==> src/rtl/softmax_seq_if.sv <==
// softmax_seq_if: valid/ready stream bundle for softmax_seq.
//   in_valid/in_ready/in_data        : logit input stream (signed logits)
//   out_valid/out_ready/out_data     : probability output stream (unsigned Q0.PROB_WIDTH)
//   out_index/out_last               : class index of out_data, high on the final class
// Modports:
//   slave  : the softmax block (consumes logits, produces probabilities)
//   master : the environment driving logits and consuming probabilities
interface softmax_seq_if #(
    parameter int unsigned IN_WIDTH   = 8,
    parameter int unsigned PROB_WIDTH = 8,
    parameter int unsigned IDX_W      = 4
);
    logic                        in_valid;
    logic                        in_ready;
    logic signed [IN_WIDTH-1:0]  in_data;
    logic                        out_valid;
    logic                        out_ready;
    logic [PROB_WIDTH-1:0]       out_data;
    logic [IDX_W-1:0]            out_index;
    logic                        out_last;

    modport slave (
        input  in_valid,
        input  in_data,
        input  out_ready,
        output in_ready,
        output out_valid,
        output out_data,
        output out_index,
        output out_last
    );

    modport master (
        output in_valid,
        output in_data,
        output out_ready,
        input  in_ready,
        input  out_valid,
        input  out_data,
        input  out_index,
        input  out_last
    );
endinterface

==> src/rtl/softmax_seq.sv <==
// softmax_seq: sequential base-2 softmax over N_CLASSES signed logits.
//   p_i = 2^x_i / sum_j 2^x_j, evaluated with the frame maximum subtracted so the
//   exponential of the largest logit is exactly 2^FRAC_BITS. One shared restoring
//   divider produces one quotient bit per cycle.
// Ports:
//   clk          : clock, rising edge
//   rst_n        : synchronous active-low reset
//   bus_io       : softmax_seq_if.slave (logit input stream, probability output stream)
//   argmax       : index of the largest logit of the current frame (lowest index on ties)
//   argmax_valid : argmax is final; from end of accumulation until the last output is taken
//   busy         : high whenever the block is not loading logits
module softmax_seq #(
    parameter int unsigned N_CLASSES  = 10,
    parameter int unsigned IN_WIDTH   = 8,
    parameter int unsigned FRAC_BITS  = 8,
    parameter int unsigned PROB_WIDTH = 8,
    localparam int unsigned IDX_W     = $clog2(N_CLASSES)
) (
    input  logic             clk,
    input  logic             rst_n,
    softmax_seq_if.slave     bus_io,
    output logic [IDX_W-1:0] argmax,
    output logic             argmax_valid,
    output logic             busy
);

    localparam int unsigned EXP_W = FRAC_BITS + 1;
    localparam int unsigned SUM_W = EXP_W + $clog2(N_CLASSES);
    localparam int unsigned REM_W = SUM_W + 1;
    localparam int unsigned QUO_W = PROB_WIDTH + 1;
    localparam int unsigned BIT_W = $clog2(PROB_WIDTH + 1);
    localparam int unsigned DW    = IN_WIDTH + 1;

    localparam logic [IDX_W-1:0] LastIdx = IDX_W'(N_CLASSES - 1);
    localparam logic [BIT_W-1:0] TopBit  = BIT_W'(PROB_WIDTH);
    localparam logic [DW-1:0]    FracLim = DW'(FRAC_BITS);
    localparam logic [EXP_W-1:0] ExpOne  = EXP_W'(1) << FRAC_BITS;

    typedef enum logic [1:0] {StLoad, StAccum, StDiv, StOut} state_e;

    state_e                      state_q, state_d;
    logic [IDX_W-1:0]            cls_q, cls_d;
    logic signed [IN_WIDTH-1:0]  buf_q [N_CLASSES];
    logic signed [IN_WIDTH-1:0]  max_q, max_d;
    logic [IDX_W-1:0]            argmax_q, argmax_d;
    logic                        argmax_valid_q, argmax_valid_d;
    logic [SUM_W-1:0]            sum_q, sum_d;
    logic [REM_W-1:0]            rem_q, rem_d;
    logic [PROB_WIDTH-1:0]       quo_q, quo_d;
    logic [BIT_W-1:0]            bit_q, bit_d;
    logic                        out_valid_q, out_valid_d;
    logic [PROB_WIDTH-1:0]       out_data_q, out_data_d;
    logic [IDX_W-1:0]            out_index_q, out_index_d;
    logic                        out_last_q, out_last_d;

    // Exponential term of the class addressed by cls_q, shared by ACCUM and DIV.
    logic signed [IN_WIDTH-1:0]  cur_x;
    logic [DW-1:0]               neg;
    logic [EXP_W-1:0]            e_val;

    assign cur_x = buf_q[cls_q];
    // max - x on sign-extended operands; the true difference is in [0, 2^DW-1],
    // so the unsigned result is exact even for a -2^(IN_WIDTH-1) logit.
    assign neg   = {max_q[IN_WIDTH-1], max_q} - {cur_x[IN_WIDTH-1], cur_x};
    assign e_val = (neg > FracLim) ? '0 : (ExpOne >> neg);

    // Restoring divider step. The remainder starts at E_i (<= sum), so the first
    // step yields the 2^PROB_WIDTH quotient bit and no higher bits exist.
    logic [REM_W-1:0]            rem_cur;
    logic                        ge;
    logic [REM_W-1:0]            rem_sub;
    logic [REM_W-1:0]            rem_shift;
    logic [QUO_W-1:0]            quo_next;

    assign rem_cur   = (bit_q == TopBit) ? REM_W'(e_val) : rem_q;
    assign ge        = rem_cur >= REM_W'(sum_q);
    assign rem_sub   = ge ? (rem_cur - REM_W'(sum_q)) : rem_cur;
    // rem_sub < sum < 2^SUM_W, so the shift never loses a set bit.
    assign rem_shift = rem_sub << 1;
    assign quo_next  = {quo_q, ge};

    always_comb begin
        state_d        = state_q;
        cls_d          = cls_q;
        max_d          = max_q;
        argmax_d       = argmax_q;
        argmax_valid_d = argmax_valid_q;
        sum_d          = sum_q;
        rem_d          = rem_q;
        quo_d          = quo_q;
        bit_d          = bit_q;
        out_valid_d    = out_valid_q;
        out_data_d     = out_data_q;
        out_index_d    = out_index_q;
        out_last_d     = out_last_q;

        unique case (state_q)
            StLoad: begin
                if (bus_io.in_valid) begin
                    // Strictly greater keeps the lowest index on ties.
                    if (cls_q == '0 || $signed(bus_io.in_data) > max_q) begin
                        max_d    = bus_io.in_data;
                        argmax_d = cls_q;
                    end
                    if (cls_q == LastIdx) begin
                        state_d = StAccum;
                        cls_d   = '0;
                        sum_d   = '0;
                    end else begin
                        cls_d = cls_q + 1'b1;
                    end
                end
            end
            StAccum: begin
                sum_d = sum_q + SUM_W'(e_val);
                if (cls_q == LastIdx) begin
                    state_d        = StDiv;
                    cls_d          = '0;
                    bit_d          = TopBit;
                    argmax_valid_d = 1'b1;
                end else begin
                    cls_d = cls_q + 1'b1;
                end
            end
            StDiv: begin
                rem_d = rem_shift;
                quo_d = quo_next[PROB_WIDTH-1:0];
                if (bit_q == '0) begin
                    state_d     = StOut;
                    out_valid_d = 1'b1;
                    // Quotient of exactly 1.0 only occurs when every other E is 0.
                    out_data_d  = quo_next[PROB_WIDTH] ? '1 : quo_next[PROB_WIDTH-1:0];
                    out_index_d = cls_q;
                    out_last_d  = (cls_q == LastIdx);
                end else begin
                    bit_d = bit_q - 1'b1;
                end
            end
            StOut: begin
                if (bus_io.out_ready) begin
                    out_valid_d = 1'b0;
                    if (out_last_q) begin
                        state_d        = StLoad;
                        argmax_valid_d = 1'b0;
                        cls_d          = '0;
                    end else begin
                        state_d = StDiv;
                        cls_d   = cls_q + 1'b1;
                        bit_d   = TopBit;
                    end
                end
            end
            default: state_d = StLoad;
        endcase
    end

    always_ff @(posedge clk) begin
        if (!rst_n) begin
            state_q        <= StLoad;
            cls_q          <= '0;
            max_q          <= '0;
            argmax_q       <= '0;
            argmax_valid_q <= 1'b0;
            sum_q          <= '0;
            rem_q          <= '0;
            quo_q          <= '0;
            bit_q          <= '0;
            out_valid_q    <= 1'b0;
            out_data_q     <= '0;
            out_index_q    <= '0;
            out_last_q     <= 1'b0;
        end else begin
            state_q        <= state_d;
            cls_q          <= cls_d;
            max_q          <= max_d;
            argmax_q       <= argmax_d;
            argmax_valid_q <= argmax_valid_d;
            sum_q          <= sum_d;
            rem_q          <= rem_d;
            quo_q          <= quo_d;
            bit_q          <= bit_d;
            out_valid_q    <= out_valid_d;
            out_data_q     <= out_data_d;
            out_index_q    <= out_index_d;
            out_last_q     <= out_last_d;
        end
    end

    // Logit storage needs no reset; it is fully rewritten before being read.
    always_ff @(posedge clk) begin
        if (state_q == StLoad && bus_io.in_valid) begin
            buf_q[cls_q] <= bus_io.in_data;
        end
    end

    assign bus_io.in_ready  = (state_q == StLoad);
    assign bus_io.out_valid = out_valid_q;
    assign bus_io.out_data  = out_data_q;
    assign bus_io.out_index = out_index_q;
    assign bus_io.out_last  = out_last_q;
    assign argmax           = argmax_q;
    assign argmax_valid     = argmax_valid_q;
    assign busy             = (state_q != StLoad);

endmodule

==> src/flat_wrapper.sv <==
// flat-port wrapper written by rule: the top's interface ports become plain ports
module softmax_seq_flat 
#(
    parameter int unsigned N_CLASSES  = 10,
    parameter int unsigned IN_WIDTH   = 8,
    parameter int unsigned FRAC_BITS  = 8,
    parameter int unsigned PROB_WIDTH = 8,
    localparam int unsigned IDX_W     = $clog2(N_CLASSES)
)
  (clk, rst_n, argmax, argmax_valid, busy, bus_io_in_valid, bus_io_in_data, bus_io_out_ready, bus_io_in_ready, bus_io_out_valid, bus_io_out_data, bus_io_out_index, bus_io_out_last);
  softmax_seq_if #(.IN_WIDTH(IN_WIDTH), .PROB_WIDTH(PROB_WIDTH), .IDX_W(4)) bus_io_i ();
  input  logic clk;
  input  logic rst_n;
  output logic [IDX_W-1:0] argmax;
  output logic argmax_valid;
  output logic busy;
  input wire logic [$bits(bus_io_i.in_valid)-1:0] bus_io_in_valid;
  input wire logic [$bits(bus_io_i.in_data)-1:0] bus_io_in_data;
  input wire logic [$bits(bus_io_i.out_ready)-1:0] bus_io_out_ready;
  output wire logic [$bits(bus_io_i.in_ready)-1:0] bus_io_in_ready;
  output wire logic [$bits(bus_io_i.out_valid)-1:0] bus_io_out_valid;
  output wire logic [$bits(bus_io_i.out_data)-1:0] bus_io_out_data;
  output wire logic [$bits(bus_io_i.out_index)-1:0] bus_io_out_index;
  output wire logic [$bits(bus_io_i.out_last)-1:0] bus_io_out_last;
  assign bus_io_i.in_valid = bus_io_in_valid;
  assign bus_io_i.in_data = bus_io_in_data;
  assign bus_io_i.out_ready = bus_io_out_ready;
  assign bus_io_in_ready = bus_io_i.in_ready;
  assign bus_io_out_valid = bus_io_i.out_valid;
  assign bus_io_out_data = bus_io_i.out_data;
  assign bus_io_out_index = bus_io_i.out_index;
  assign bus_io_out_last = bus_io_i.out_last;
  softmax_seq #(.N_CLASSES(N_CLASSES), .IN_WIDTH(IN_WIDTH), .FRAC_BITS(FRAC_BITS), .PROB_WIDTH(PROB_WIDTH)) u_core (.clk(clk), .rst_n(rst_n), .bus_io(bus_io_i), .argmax(argmax), .argmax_valid(argmax_valid), .busy(busy));
endmodule
==> config.mk <==
export PLATFORM = sky130hd
export DESIGN_NAME = softmax_seq_flat
export DESIGN_NICKNAME = d
export VERILOG_FILES = /design/src/rtl/softmax_seq_if.sv /design/src/rtl/softmax_seq.sv /design/src/flat_wrapper.sv
export SDC_FILE = /design/constraint.sdc
export NUM_CORES = 1
export LEC_CHECK = 0
export ABC_AREA = 0
export CAP_MARGIN = 25
export CORE_MARGIN = 2
export CORE_UTILIZATION = 50
export CTS_CLUSTER_DIAMETER = 200
export DETAILED_ROUTE_END_ITERATION = 10
export HOLD_SLACK_MARGIN = 0.15
export PLACE_DENSITY = 0.72
export SETUP_SLACK_MARGIN = 0.05
export SLEW_MARGIN = 20
export SYNTH_ARGS = -nofsm -noshare
export SYNTH_HDL_FRONTEND = slang
export SYNTH_SLANG_ARGS = --single-unit
==> constraint.sdc <==
create_clock -name clk -period 7.9 [get_ports clk]
set_input_delay 0.79 -clock clk [delete_from_list [all_inputs] [get_ports clk]]
set_output_delay 0.79 -clock clk [all_outputs]
set_load 0.03 [all_outputs]
==> run summary, run 1 <==
vias in the first global route -> 5,980
Comb pwr share -> 0.121
post-CTS sizing -> 0
fillers -> 1,416
Crit. End Element -> flop
max_slew headroom -> 0.354
Worst-Skew Late Latency -> 430 ps
clk slew on worst S/H paths -> 70 ps
cts hold-fix bufs -> 0
initial antenna violation count -> 0
WL/cell -> 18.1 µm
Die Wd -> 133 µm
CP max stage cell -> dfxtp_1
clock network power share -> 0.427
register area share after synthesis -> 0.472
P_int -> 1.43 mW
HP Class -> reg -> reg
status -> complete, no violations
CTS tree -> done
commonest non-fill, non-tap cell in the layout -> edfxtp_1
top fanout value on the critical path -> 22
Buf/Inv on CP -> 2
Critical Path Start Type -> flop
fraction of layout cells with a size suffix above 1 -> 0.102
Sw Ratio -> 0.262
setup TNS -> 0 ps
net switching power -> 507 µW
most frequent cells in the layout -> 80 x edfxtp_1, 75 x dfxtp_1, 74 x nand2_1
vias -> 6,194
Required @ worst endpoint -> 8220 ps
Reg power frac -> 0.452
Tmin final -> 6760 ps
final worst path period share -> 0.855
delay-heaviest family, CP -> compound AO/OA/AOI/OAI gates
syn avg cell area -> 10.3 µm²
Pleak -> 3.31 nW
P&R area growth vs syn -> 12.9%
clock sink count -> 155
final WL -> 19,100 µm
die extent in y -> 133 µm
Syn Nets -> 864
slowest stage delay, CP -> 630 ps
total gr overflow -> 0
first-pass GRT wire length -> 31,300 µm
Setup Buffers After CTS -> 0
Finish-stage setup viols -> 0
CTS max path bufs -> 2
worst-margin pin slew -> 969 ps
Synth Flop Type -> edfxtp_1
largest net degree at the start of global routing -> 56
Pwr Density -> 207 nW/µm²
total of max-cap violations -> 0
Rows -> 47
Peak VDD IR -> 0.163 mV
Yosys Warn Count -> 0
NumNets Final -> 881
initial core utilization -> 0.506
post-route ant nets -> 0
Final Hold Vio Count -> 0
Iteration-0 DRC Markers -> 509
EDFF count, synth -> 80
Initial DRT Pass Iterations -> 6
die area -> 17,600 µm²
async set-reset flop share out of synthesis -> 0
Root Driver -> clkbuf_16
Ant. Diodes -> 0
H-tree Lvls -> 4
RD Place Congestion -> 0.873
Post-Synthesis Cells -> 806
Final Max Tran Viols -> 0
number of CTS-inserted buffers -> 17
# DRC -> 0
clk_skew -> 11.0 ps
synth unique cells -> 62
io pins -> 33
post-DP HPWL -> 12,900 µm
CP Data Arrival Time -> 7070 ps
worst setup path class -> reg -> reg
fin area -> 9340 µm²
RSZ-0062 raised after global routing -> no
post-synthesis cell area -> 8270 µm²
placed instance area -> 8750 µm²
Port Buf Inserts -> 32
Core ar. -> 16,300 µm²
Seq cells post-synth -> 155
most used cell, CP -> a21o_1
gr usage total -> 0.225
Via density -> 5.87
f_max -> 0.148 GHz
## per-layer routing
layer  part of all wire  global-route usage  wire length (µm)
met1               0.47               0.324              9000
met4              0.012              0.0675               234
met2               0.47               0.349              8940
met5                  0                   0                 0
met3              0.049              0.0379               934
## state kept, by name, indices dropped and copies added (netlist names), named ones only
| name | flops |
|---|---|
| u_core.bus_io.out_last | 1 |
| u_core.state_q | 2 |
| u_core.max_q | 8 |
| u_core.argmax | 4 |
| u_core.buf_q | 80 |
| u_core.argmax_valid | 1 |
| u_core.bus_io.out_valid | 1 |
| u_core.bit_q | 4 |
| u_core.bus_io.out_index | 4 |
| u_core.bus_io.out_data | 8 |
| u_core.quo_q | 8 |
| u_core.cls_q | 4 |
| u_core.sum_q | 13 |
| u_core.rem_q | 13 |
## stage by stage
| stage | instances | power (mW) | utilization | hold slack [ps] | setup slack (ps) |
|---|---|---|---|---|---|
| 3_5_place_dp | 1024 | 1.12 | 0.535 | 448 | 1210 |
| 2_1_floorplan | 806 | 1.06 | - | 445 | 1560 |
| 3_3_place_gp | 1024 | 1.12 | 0.535 | 445 | 1330 |
| 5_1_grt | 1056 | 2.00 | 0.571 | 485 | 674 |
| 4_1_cts | 1056 | 1.94 | 0.571 | 462 | 1130 |
| 6_report | 1056 | 1.93 | 0.571 | 460 | 1140 |
## power by group through the flow
stage          clock network, mW  logic [mW]  registers, mW
2_1_floorplan                  0       0.171          0.886
3_3_place_gp                   0       0.226          0.891
5_1_grt                    0.868       0.257          0.875
4_1_cts                    0.837       0.230          0.874
6_report                   0.826       0.234          0.874
3_5_place_dp                   0       0.227          0.891
## final timing paths
kind | start | end | slack [ps] | cells after the start
worst max register to register | flop | u_core.rem_q[2] | 1140 | 25
worst max-delay path | flop | u_core.rem_q[2] | 1140 | 25
worst min register to register | u_core.bus_io.out_index[0] | u_core.bus_io.out_index[0] | 460 | 2
worst min-delay path | u_core.bus_io.out_index[0] | u_core.bus_io.out_index[0] | 460 | 2
## area by class of cell
class	count	area [µm²]	share of cell area
multi-input cells	570	4050	0.434
flip-flops and latches	155	3900	0.418
clock buffers	17	425	0.0456
repair buffers	39	368	0.0394
well taps	220	275	0.0295
clock inverters	15	160	0.0172
inverters	40	150	0.0161
## cell families after synthesis
family / Yosys count / synth area share
xor+xnor: 21 / 0.0222
mux: 43 / 0.0794
compound gates: 162 / 0.132
simple gates: 298 / 0.184
buf+inv: 81 / 0.0380
flops: 155 / 0.472
fa+ha+maj: 46 / 0.0723
## Yosys cell counts, types with 13 or more instances
cell type  count  share of area
edfxtp_1      80           0.29
dfxtp_1       75           0.18
nand2_1       74          0.034
nor2_1        65          0.029
a21oi_1       43          0.026
ha_1          43          0.065
inv_1         40          0.018
nand3_1       35          0.021
clkbuf_1      34          0.015
o21ai_0       32          0.019
nor3_1        23          0.014
mux4_2        17          0.046
mux2i_1       15          0.018
nand4_1       15          0.011
xnor2_1       15          0.016
a21o_1        13          0.012
## worst reg2reg max path: stages (launching register included)
cell      delay, ps
dfxtp_1         630
buf_4           340
mux4_2          540
mux2_2          280
o21ai_0         250
ha_1            400
a21oi_1         220
o22ai_1         120
a21o_1          160
a221o_1         350
nand2_1          90
or2_1           230
nor3_2          100
nand3_1         120
ha_1            170
inv_1            50
fa_1            400
a21o_1          170
a21o_1          220
a221oi_2        320
a21oi_1         170
o41ai_4         290
a21oi_2         140
nor2_4          470
o21ai_0         180
a31o_2          230
No activity file was read; power rests on OpenSTA's default activity.
==> inputs of run 2 (changes only) <==
CORE_MARGIN = 10   (was 2)
CORE_UTILIZATION = 33   (was 50)
CTS_BUF_LIST = sky130_fd_sc_hd__clkbuf_8   (was default)
PLACE_DENSITY = 0.53   (was 0.72)
==> run summary, run 2 (same netlist as run 1, synthesis figures left out) <==
max_slew headroom -> 0.351
WL/cell -> 17.7 µm
Ant. Diodes -> 0
Required @ worst endpoint -> 8270 ps
Rows -> 57
die area -> 31,800 µm²
io pins -> 33
Reg power frac -> 0.500
Worst-Skew Late Latency -> 470 ps
max reg flops -> 80
first-pass GRT wire length -> 33,800 µm
crit path to -> u_core.rem_q[2]
vias -> 6,093
final setup margin -> 1160 ps
Post-Place Setup Slack -> 1200 ps
number of CTS-inserted buffers -> 17
Pwr Density -> 188 nW/µm²
RSZ-0062 raised after global routing -> no
H-tree Lvls -> 4
largest net degree at the start of global routing -> 56
CP Data Arrival Time -> 7110 ps
fillers -> 2,402
Biggest register -> u_core.buf_q
total gr overflow -> 0
Root Driver -> clkbuf_8
total of max-cap violations -> 0
Die Wd -> 178 µm
commonest non-fill, non-tap cell in the layout -> edfxtp_1
hold_sp -> u_core.bus_io.out_index[2]
f_max -> 0.148 GHz
Crit. End Element -> flop
P&R area growth vs syn -> 12.6%
Core ar. -> 24,500 µm²
post-CTS sizing -> 0
Initial DRT Pass Iterations -> 5
fraction of layout cells with a size suffix above 1 -> 0.105
CTS tree -> done
setup TNS -> 0 ps
Final Hold Vio Count -> 0
Port Buf Inserts -> 32
cts hold-fix bufs -> 0
clock sink count -> 155
RD Place Congestion -> 0.837
initial core utilization -> 0.338
reg-to-reg slack, setup -> 1160 ps
NumNets Final -> 880
HP Class -> reg -> reg
# DRC -> 0
Critical Path Start Type -> flop
post-DP HPWL -> 14,600 µm
Via density -> 5.26
vias in the first global route -> 6,114
clk slew on worst S/H paths -> 100 ps
CTS max path bufs -> 2
top fanout value on the critical path -> 22
status -> complete, no violations
final WL -> 20,500 µm
gr usage total -> 0.134
most frequent cells in the layout -> 80 x edfxtp_1, 75 x dfxtp_1, 74 x nand2_1
final worst path period share -> 0.853
Tmin final -> 6740 ps
Peak VDD IR -> 0.120 mV
clk_skew -> 18.1 ps
P_int -> 1.23 mW
Worst Reg-to-Reg Cells -> 25
initial antenna violation count -> 0
worst setup path class -> reg -> reg
Top Registers -> u_core.buf_q x80, u_core.rem_q x13, u_core.sum_q x13
Final Max Tran Viols -> 0
FF-to-FF End -> u_core.rem_q[2]
Sw Ratio -> 0.298
die extent in y -> 178 µm
Finish-stage setup viols -> 0
Comb pwr share -> 0.136
worst-margin pin slew -> 964 ps
post-route ant nets -> 0
net switching power -> 520 µW
clock network power share -> 0.364
Setup Buffers After CTS -> 0
Pleak -> 3.23 nW
Iteration-0 DRC Markers -> 492
run 2: cell types whose count changed in the layout (fill, tap and decap cells not counted), moves of 3 or more:
cell	change
clkbuf_16	-17
clkbuf_8	+17
clkinv_1	-3
inv_8	+3
run 2: stage by stage:
stage           util  total power, mW  std cells  hold slack (ps)  instance area (µm²)
2_1_floorplan      -             1.06        806              445                 8270
4_1_cts        0.380             1.77       1158              468                 9300
6_report       0.381             1.75       1159              464                 9310
5_1_grt        0.381             1.83       1159              497                 9310
3_3_place_gp   0.363             1.13       1126              454                 8870
3_5_place_dp   0.363             1.13       1126              453                 8870
run 2: worst min-delay path by stage:
stage / end / cells after the start / slack [ps]
after CTS: u_core.bus_io.out_index[0] / 2 / 470
after floorplan: u_core.bit_q[1] / 2 / 440
final: u_core.bus_io.out_index[2] / 2 / 460
after detailed placement: u_core.bus_io.out_index[2] / 2 / 450
after global routing: u_core.quo_q[3] / 2 / 500
after global placement: u_core.bus_io.out_index[2] / 2 / 450
run 2: power by group through the flow:
stage	registers, mW	logic, mW	clock network (mW)
after detailed placement	0.892	0.235	0
after global routing	0.876	0.265	0.688
after CTS	0.874	0.236	0.656
after global placement	0.892	0.234	0
after floorplan	0.886	0.171	0
final	0.873	0.238	0.637
run 2: critical path: stages, from the launching register on:
cell and delay [ps]:
dfxtp_1 400, buf_4 410, mux4_2 560, mux2_2 290, o21ai_0 270, ha_1 410, a21oi_1 220, o22ai_1 130
a21o_1 170, a221o_1 350, nand2_1 100, or2_1 230, nor3_2 90, nand3_1 130, ha_1 180, inv_1 60
fa_1 390, a21o_1 170, a21o_1 210, a221oi_2 330, a21oi_1 170, o41ai_4 300, a21oi_2 140, nor2_4 480
o21ai_0 190, a31o_2 230
run 2: area by class of cell:
class / count / area [µm²] / area share
multi-input cells: 570 / 4070 / 0.437
flip-flops and latches: 155 / 3900 / 0.419
well taps: 324 / 405 / 0.0435
repair buffers: 38 / 360 / 0.0387
clock buffers: 17 / 234 / 0.0251
clock inverters: 15 / 191 / 0.0206
inverters: 40 / 150 / 0.0161
run 2: routing by layer:
| layer | vias to the layer above | wire, µm | track usage |
|---|---|---|---|
| met3 | 29 | 789 | 0.0304 |
| met2 | 112 | 9440 | 0.209 |
| met4 | 0 | 414 | 0.0472 |
| met5 | - | 0 | 0 |
| met1 | 2949 | 9830 | 0.180 |
| li1 | 3003 | - | - |
==> inputs of run 3 (changes only) <==
SLEW_MARGIN = 0   (was 20)
==> run summary, run 3 (same netlist as run 1, synthesis figures left out) <==
Peak VDD IR -> 0.119 mV
clock network power share -> 0.364
io pins -> 33
top fanout value on the critical path -> 22
most frequent cells in the layout -> 80 x edfxtp_1, 75 x dfxtp_1, 74 x nand2_1
Sw Ratio -> 0.297
CTS max path bufs -> 2
Reg power frac -> 0.500
final hold slack -> 464 ps
P_int -> 1.23 mW
WL/cell -> 17.6 µm
Comb pwr share -> 0.136
Finish-stage setup viols -> 0
clock sink count -> 155
Iteration-0 DRC Markers -> 547
Crit. End Element -> flop
CP max stage cell -> mux4_2
delay-heaviest family, CP -> compound AO/OA/AOI/OAI gates
total gr overflow -> 0
reg-to-reg slack, setup -> 1170 ps
post-CTS sizing -> 0
CTS tree -> done
post-route ant nets -> 0
Final Hold Vio Count -> 0
Tot Pwr -> 1.75 mW
initial antenna violation count -> 0
Via density -> 5.26
Required @ worst endpoint -> 8270 ps
Tmin final -> 6730 ps
Top Registers -> u_core.buf_q x80, u_core.rem_q x13, u_core.sum_q x13
total of max-cap violations -> 0
Rows -> 57
CP Data Arrival Time -> 7090 ps
Port Buf Inserts -> 32
most used cell, CP -> a21o_1
vias -> 6,102
initial core utilization -> 0.338
max reg flops -> 80
area occupied by multi-input gates -> 4060 µm²
Ant. Diodes -> 0
Final Max Tran Viols -> 0
fillers -> 2,405
RD Place Congestion -> 0.837
max_slew headroom -> 0.367
sequential cell area -> 3900 µm²
vias in the first global route -> 6,114
die area -> 31,800 µm²
HP Class -> reg -> reg
gr usage total -> 0.134
commonest non-fill, non-tap cell in the layout -> edfxtp_1
first-pass GRT wire length -> 33,800 µm
status -> complete, no violations
fraction of layout cells with a size suffix above 1 -> 0.106
setup TNS -> 0 ps
number of CTS-inserted buffers -> 17
Worst-Skew Late Latency -> 470 ps
net switching power -> 519 µW
slowest stage delay, CP -> 560 ps
crit path to -> u_core.rem_q[2]
# DRC -> 0
Buf/Inv on CP -> 2
largest net degree at the start of global routing -> 56
clk_skew -> 19.4 ps
critical path depth in cells -> 25
cts hold-fix bufs -> 0
final worst path period share -> 0.851
Pwr Density -> 188 nW/µm²
Setup Buffers After CTS -> 0
H-tree Lvls -> 4
Initial DRT Pass Iterations -> 5
Biggest register -> u_core.buf_q
NumNets Final -> 881
Core ar. -> 24,500 µm²
Pleak -> 3.24 nW
die extent in y -> 178 µm
P&R area growth vs syn -> 12.6%
RSZ-0062 raised after global routing -> no
Die Wd -> 178 µm
worst-margin pin slew -> 939 ps
Root Driver -> clkbuf_8
final WL -> 20,500 µm
Worst Reg-to-Reg Cells -> 25
f_max -> 0.149 GHz
FF-to-FF End -> u_core.rem_q[2]
Critical Path Start Type -> flop
post-DP HPWL -> 14,600 µm
clk slew on worst S/H paths -> 100 ps
worst setup path class -> reg -> reg
run 3: cell types whose count changed in the layout (fill, tap and decap cells not counted), sizes merged:
| cell | delta |
|---|---|
| buf | +1 |
run 3: routing by layer:
| layer | vias to the layer above | wire (µm) | global-route usage |
|---|---|---|---|
| li1 | 3010 | - | - |
| met1 | 2958 | 9780 | 0.180 |
| met2 | 108 | 9450 | 0.209 |
| met3 | 26 | 828 | 0.0304 |
| met4 | 0 | 406 | 0.0472 |
| met5 | - | 0 | 0 |
run 3: worst min path at each step:
stage               depth (start not counted)                    endpoint                        from  slack [ps]
floorplan                                   2             u_core.bit_q[1]             u_core.bit_q[1]         440
global placement                            2  u_core.bus_io.out_index[2]  u_core.bus_io.out_index[2]         450
detailed placement                          2  u_core.bus_io.out_index[2]  u_core.bus_io.out_index[2]         450
CTS                                         2  u_core.bus_io.out_index[0]  u_core.bus_io.out_index[0]         470
global route                                2             u_core.quo_q[3]             u_core.quo_q[2]         500
finish                                      2  u_core.bus_io.out_index[2]  u_core.bus_io.out_index[2]         460
run 3: stage by stage:
step                setup WS [ps]  instance area (µm²)  utilization  cells
floorplan                    1560                 8270            -    806
global placement             1300                 8870        0.363   1126
detailed placement           1200                 8870        0.363   1126
CTS                          1170                 9300        0.380   1158
global route                  642                 9320        0.381   1160
finish                       1170                 9320        0.381   1160
run 3: layout make-up:
cell class                 count  share of cell area
multi-input combinational    570               0.436
sequential                   155               0.419
tap                          324              0.0435
timing repair buffer          39              0.0399
clock buffer                  17              0.0251
clock inverter                15              0.0205
inverter                      40              0.0161
run 3: tightest hold or removal path: stages (launching register included):
cell,delay (ps)
dfxtp_1,330
nand2_1,50
a21oi_1,50
run 3: power by group through the flow:
stage                     Combinational, mW  Clock (mW)  Sequential, mW
after global placement                0.234           0           0.892
final                                 0.238       0.637           0.873
after detailed placement              0.235           0           0.892
after floorplan                       0.171           0           0.886
after CTS                             0.236       0.656           0.874
after global routing                  0.266       0.688           0.876
